File: src/rtl/fft_frame_scheduler.sv
// Overlapping FFT frame sequencer: reads one 16-bit sample per 4-byte word and streams frames to the FFT core.
// Optional: define FFT_PAD_TAIL_EN to emit a final zero-padded partial frame per segment.
module fft_frame_scheduler #(
  parameter int unsigned FRAME_LEN = 256,
  parameter int unsigned HOP       = 128,
  parameter int unsigned RD_LAT    = 1
) (
  input  logic        iclk,
  input  logic        irst,
  input  logic        i_seg_valid,
  input  logic [31:0] i_frame_start,
  input  logic [31:0] i_frame_end,
  output logic        o_rd_en,
  output logic [31:0] o_rd_addr,
  input  logic [15:0] i_rd_data,
  output logic [15:0] o_fft_data,
  output logic        o_fft_valid,
  output logic        o_fft_last,
  input  logic        i_fft_ready,
  output logic [15:0] o_frame_idx,
  output logic        o_seg_done,
  output logic        o_busy,
  output logic        o_overflow
);

  localparam int unsigned KW   = $clog2(FRAME_LEN) + 1;
  localparam logic [33:0] SPAN = 34'((FRAME_LEN - 1) * 4);
  localparam logic [33:0] HOPB = 34'(HOP * 4);

  typedef enum logic [2:0] {S_IDLE, S_SETUP, S_STREAM, S_NEXT, S_DONE} state_t;
  state_t r_state, w_state_nxt;

  logic          r_pend_full;
  logic [31:0]   r_pend_start, r_pend_end, r_end;
  logic [33:0]   r_cur, r_rd_addr;
  logic [15:0]   r_idx;
  logic          r_tail, r_overflow;
  logic [KW-1:0] r_rd_k, r_out_k;
  logic [RD_LAT-1:0] r_pipe_v, r_pipe_z;
  logic [15:0]   r_skid [2];
  logic          r_wp, r_rp;
  logic [1:0]    r_cnt;

  logic        w_pop, w_fits, w_tail_go, w_head_v, w_hs, w_last_hs;
  logic        w_issue, w_rd_real, w_arrive, w_arrive_z;
  logic [33:0] w_cand, w_end34;
  logic [1:0]  w_infl, w_skid_after;

  always_comb begin
    w_pop     = (r_state == S_IDLE) && r_pend_full;
    w_cand    = (r_state == S_NEXT) ? (r_cur + HOPB) : r_cur;
    w_end34   = {2'b00, r_end};
    w_fits    = (w_cand + SPAN) <= w_end34;
`ifdef FFT_PAD_TAIL_EN
    w_tail_go = !((r_state == S_NEXT) && r_tail) && (w_cand <= w_end34);
`else
    w_tail_go = 1'b0;
`endif
    w_head_v  = (r_cnt != 2'd0);
    w_hs      = w_head_v && i_fft_ready;
    w_last_hs = w_hs && (r_out_k == KW'(FRAME_LEN - 1));
    w_infl    = '0;
    for (int unsigned i = 0; i < RD_LAT; i++) w_infl = w_infl + {1'b0, r_pipe_v[i]};
    // Occupancy is taken after this cycle's pop so a ready sink sees one sample per cycle.
    w_skid_after = r_cnt - {1'b0, w_hs};
    w_issue   = (r_state == S_STREAM) && (r_rd_k < KW'(FRAME_LEN)) &&
                (({1'b0, w_infl} + {1'b0, w_skid_after}) < 3'd2);
    w_rd_real = !r_tail || (r_rd_addr <= w_end34);
    w_arrive   = r_pipe_v[RD_LAT-1];
    w_arrive_z = r_pipe_z[RD_LAT-1];
  end

  always_ff @(posedge iclk or posedge irst) begin
    if (irst) r_state <= S_IDLE;
    else      r_state <= w_state_nxt;
  end

  always_comb begin
    w_state_nxt = r_state;
    case (r_state)
      S_IDLE:   if (r_pend_full) w_state_nxt = S_SETUP;
      S_SETUP,
      S_NEXT:   w_state_nxt = (w_fits || w_tail_go) ? S_STREAM : S_DONE;
      S_STREAM: if (w_last_hs) w_state_nxt = S_NEXT;
      S_DONE:   w_state_nxt = S_IDLE;
      default:  w_state_nxt = S_IDLE;
    endcase
  end

  always_comb begin
    o_busy     = (r_state != S_IDLE);
    o_seg_done = (r_state == S_DONE);
    o_rd_en    = w_issue && w_rd_real;
  end

  always_ff @(posedge iclk or posedge irst) begin
    if (irst) begin
      r_pend_full  <= 1'b0;
      r_pend_start <= '0;
      r_pend_end   <= '0;
      r_overflow   <= 1'b0;
      r_end        <= '0;
      r_cur        <= '0;
      r_rd_addr    <= '0;
      r_idx        <= '0;
      r_tail       <= 1'b0;
      r_rd_k       <= '0;
      r_out_k      <= '0;
      r_pipe_v     <= '0;
      r_pipe_z     <= '0;
      r_skid[0]    <= '0;
      r_skid[1]    <= '0;
      r_wp         <= 1'b0;
      r_rp         <= 1'b0;
      r_cnt        <= '0;
    end else begin
      if (i_seg_valid && (!r_pend_full || w_pop)) begin
        r_pend_full  <= 1'b1;
        r_pend_start <= i_frame_start;
        r_pend_end   <= i_frame_end;
      end else if (w_pop) begin
        r_pend_full <= 1'b0;
      end
      if (i_seg_valid && r_pend_full && !w_pop) r_overflow <= 1'b1;

      if (w_pop) begin
        r_cur  <= {2'b00, r_pend_start};
        r_end  <= r_pend_end;
        r_idx  <= '0;
        r_tail <= 1'b0;
      end
      if ((r_state == S_SETUP) || (r_state == S_NEXT)) begin
        if (r_state == S_NEXT) r_idx <= r_idx + 16'd1;
        r_cur     <= w_cand;
        r_rd_addr <= w_cand;
        r_rd_k    <= '0;
        r_out_k   <= '0;
        r_tail    <= !w_fits && w_tail_go;
      end
      if (w_issue) begin
        r_rd_k    <= r_rd_k + KW'(1);
        r_rd_addr <= r_rd_addr + 34'd4;
      end
      if (w_hs) r_out_k <= r_out_k + KW'(1);

      // Padding positions travel the read pipeline as zero-tagged slots to keep beat order.
      r_pipe_v[0] <= w_issue;
      r_pipe_z[0] <= w_issue && !w_rd_real;
      for (int unsigned i = 1; i < RD_LAT; i++) begin
        r_pipe_v[i] <= r_pipe_v[i-1];
        r_pipe_z[i] <= r_pipe_z[i-1];
      end

      if (w_arrive) begin
        r_skid[r_wp] <= w_arrive_z ? '0 : i_rd_data;
        r_wp         <= ~r_wp;
      end
      if (w_hs) r_rp <= ~r_rp;
      r_cnt <= r_cnt + {1'b0, w_arrive} - {1'b0, w_hs};
    end
  end

  assign o_rd_addr   = r_rd_addr[31:0];
  assign o_fft_data  = r_skid[r_rp];
  assign o_fft_valid = w_head_v;
  assign o_fft_last  = w_head_v && (r_out_k == KW'(FRAME_LEN - 1));
  assign o_frame_idx = r_idx;
  assign o_overflow  = r_overflow;

endmodule

File: config.mk
export PLATFORM = sky130hd
export DESIGN_NAME = fft_frame_scheduler
export DESIGN_NICKNAME = d
export VERILOG_FILES = /design/src/rtl/fft_frame_scheduler.sv
export SDC_FILE = /design/constraint.sdc
export NUM_CORES = 1
export LEC_CHECK = 0
export ABC_AREA = 1
export CORE_ASPECT_RATIO = 0.5
export CORE_MARGIN = 3
export CORE_UTILIZATION = 58
export DETAILED_ROUTE_END_ITERATION = 12
export DONT_BUFFER_PORTS = 1
export PLACE_DENSITY = 0.87
export SLEW_MARGIN = 5
export SYNTH_ARGS = -nofsm -noshare
export SYNTH_HDL_FRONTEND = slang
export SYNTH_SLANG_ARGS = --single-unit
File: constraint.sdc
create_clock -name iclk -period 7.61 [get_ports iclk]
set_clock_uncertainty 0.05 [all_clocks]
set_input_delay 1.522 -clock iclk [delete_from_list [all_inputs] [get_ports iclk]]
set_output_delay 1.522 -clock iclk [all_outputs]
set_load 0.1 [all_outputs]
==> impl_results.md <==
- Maximum clock rate: 158.0 MHz
- Half-perimeter wire length after detailed placement: 21.88 mm
- Post-CTS setup repair buffer count: 0
- Clk Latency, worst-skew pair: 0.51 ns
- Buffer depth of the longest clock path: 3
- First-pass iteration count of the detailed router: 7
- Largest net degree at the start of global routing: 132
- Cells along the critical path: inv_1, nand2_1, nand2_1, inv_1, ha_1, inv_1, ha_1, inv_1, ha_1, nand3_1, inv_2
- Detailed router's first-iteration violation count: 1,075
- Count of buffers from port buffering: 0
- Chip Height: 110.7 um
- Final routed wire length divided by cell count: 16.36 um
- Post-synth net total: 1,697
- Initial Utilization: 60.46%
- Number of instances in the placed design: 1,824
- Worst relative slew slack: 18.25%
- Floorplan core area: 21,020 um2
- Final worst path period share: 83.18%
- Post-route antenna net violation count: 0
- Post-cts resize count: 0
- Depth of the CTS H-tree: 1
- Worst Hold Class: flop to flop
- Reg clk slew, reported paths: 0.07 ns
- Synth unique cells: 49
- Minimum clock period after layout: 6.330 ns
- Overall overflow remaining after global route: 0
- Routed wire length: 30.43 mm
- Overall fraction of global-route tracks in use: 25.56%
- Signed area change from the synthesized netlist to the final layout: 7.553%
- Crit-path most repeated cell: inv_1
- Global placement routability congestion: 0.9212
- Die area: 23,830 um2
- First-pass GRT wire length: 49.97 mm
- Number of antenna violations at the first check in global routing: 0
- Total number of placement rows: 37
- Fin. Hold Viols: 0
- Cell with the biggest individual delay on the critical path: inv_2
- Layout cell share with drive strength beyond 1: 7.462%
- CTS sink count: 238
- TNS Setup: 0 ns
- Area of the multi-input gates: 5738 um2
- Pin slew with the least headroom to its limit: 1.227 ns
- Maximum net fanout on the critical path: 30
- Synth Register Bits: 238
- Setup-violating endpoint count in the final report: 0
- Cell area after synthesis: 12,710 um2
- Maximum Capacitance Violations: 0
- DRC viols: 0
- # hold bufs at CTS: 0
- Syn Area/Cell: 8.089 um2
- Type of element capturing the critical path: output port
- Maximum cell stage delay along the critical path: 1.02 ns
- Clock tree from TritonCTS: done
- Register cell area after layout: 5956 um2
- Critical path data arrival time: 4.76 ns
- Proportion of synthesized chip area in sequential cells: 46.87%
- Gate count after technology mapping: 1,571
- Inserted Diodes: 0
- Non-filler instance count after layout: 1,860
- Worst setup path category: flop to output port
- Buffers and inverters on the worst path: 5
- Unrepaired setup endpoints after global routing: no
- Fill count: 1,720
- Run status: complete, no violations
- Number of global-route vias before repair: 9,906
- Count of final max-slew check failures: 0
- Horiz. Die Dim: 215.3 um
- Clock root cell: clkbuf_16
- Crit path max-delay family: simple AND/OR/NAND/NOR gates
- Total clock buffers created by CTS: 21
- Critical Path Start Type: flop
- Number of I/O pins: 154
- Number of warning messages in the yosys log: 0
- Number of vias per cell after detailed routing: 5.633
- Critical path data required time: 6.04 ns
- Vias after detailed routing: 10,480
- Layout Nets: 1,681
==> layout by cell type, fill, tap and decap left out, types with 10 or more instances in the layout <==
| master | n |
|---|---|
| nand2_1 | 407 |
| o211ai_1 | 11 |
| nand3_1 | 75 |
| inv_1 | 216 |
| nand4_1 | 11 |
| nor3_1 | 21 |
| o221ai_1 | 22 |
| a21oi_1 | 70 |
| xor2_1 | 40 |
| nor2_1 | 127 |
| nor2_2 | 10 |
| ha_1 | 42 |
| dfrtp_1 | 238 |
| xnor2_1 | 14 |
| clkbuf_16 | 21 |
| o21ai_0 | 108 |
| mux2_2 | 33 |
==> area by class of cell <==
type,instances,area share (%)
inverters,226,6.235
well taps,292,2.673
clock inverters,5,0.3845
flip-flops and latches,238,43.58
repair buffers,9,0.7324
clock buffers,31,4.413
multi-input cells,1059,41.98
==> layer usage <==
layer	part of all wire, %	up-vias	wire length, um	global-route usage (%)
met1	44	4964	13490	36.39
met4	3.0	0	907	7.784
met2	44	431	13250	38.53
li1	-	5013	-	-
met5	0	-	0	0
met3	9.2	70	2791	6.900
==> path summary, 6_finish.rpt <==
check / startpoint / to / slack, ns / depth (start not counted)
max in group asynchronous: irst / r_cur[25] / 5.17 / 2
min reg2reg: r_out_k[7] / r_out_k[7] / 0.43 / 1
max reg2reg: r_cnt[1] / r_rd_addr[14] / 2.22 / 16
min in group asynchronous: irst / o_frame_idx[15] / 1.00 / 1
min: r_out_k[7] / r_out_k[7] / 0.43 / 1
max: r_cnt[1] / o_rd_en / 1.28 / 11
==> per-stage QoR <==
stage                     hold slack, ns  utilization (%)  area [um2]  setup WS [ns]
final                             0.4254            65.03       13670          1.280
after CTS                         0.4289            65.03       13670          1.322
after global routing              0.4505            65.03       13670          1.037
after floorplan                   0.3909                -       12710          1.967
after global placement            0.4068            61.91       13010          1.824
after detailed placement          0.4192            61.91       13010          1.760
==> state kept, by name (all words and copies together) (netlist names) <==
register	count
r_cnt	2
r_rp	1
r_skid	32
r_rd_addr	32
r_pend_end	32
r_cur	34
r_out_k	9
r_rd_k	9
r_pipe_v	1
r_pend_full	1
r_pend_start	32
r_end	32
r_wp	1
o_frame_idx	16
o_overflow	1
r_state	3
==> cell families (layout without fill, tap and decap cells) <==
logic type | after synthesis | count (layout) | synth area share, %
fa+ha+maj | 42 | 42 | 4.135
simple gates | 691 | 691 | 23.32
buf+inv | 274 | 271 | 8.162
compound gates | 237 | 237 | 10.66
xor+xnor | 55 | 55 | 3.850
flops | 238 | 238 | 46.87
mux | 34 | 34 | 3.003
==> synthesized netlist by cell type, drive strengths merged <==
cell | n | area share (%)
mux2i | 1 | 0.079
nor2 | 145 | 5.0
o32ai | 4 | 0.28
or2 | 2 | 0.098
or3 | 1 | 0.049
clkinv | 4 | 0.12
o21bai | 1 | 0.059
mux2 | 33 | 2.9
and2 | 2 | 0.098
a21oi | 71 | 2.8
dfrtp | 238 | 47
nor3 | 23 | 0.95
nand2 | 415 | 12
nand4 | 11 | 0.54
a21o | 2 | 0.12
clkbuf | 37 | 1.1
and3 | 1 | 0.049
xor2 | 41 | 2.9
nor3b | 2 | 0.21
nor4 | 7 | 0.34
buf | 11 | 0.39
a32oi | 2 | 0.14
o311ai | 1 | 0.069
o22ai | 8 | 0.39
o221ai | 22 | 1.5
nand3b | 1 | 0.059
inv | 222 | 6.6
xnor2 | 14 | 0.96
a32o | 1 | 0.079
o21ai | 110 | 4.3
a211oi | 2 | 0.12
o211ai | 11 | 0.65
nand3 | 81 | 3.4
a22oi | 2 | 0.12
ha | 42 | 4.1
Power is not shown: default switching activity piles up to over one toggle a cycle in this logic, so the estimate is an artifact.
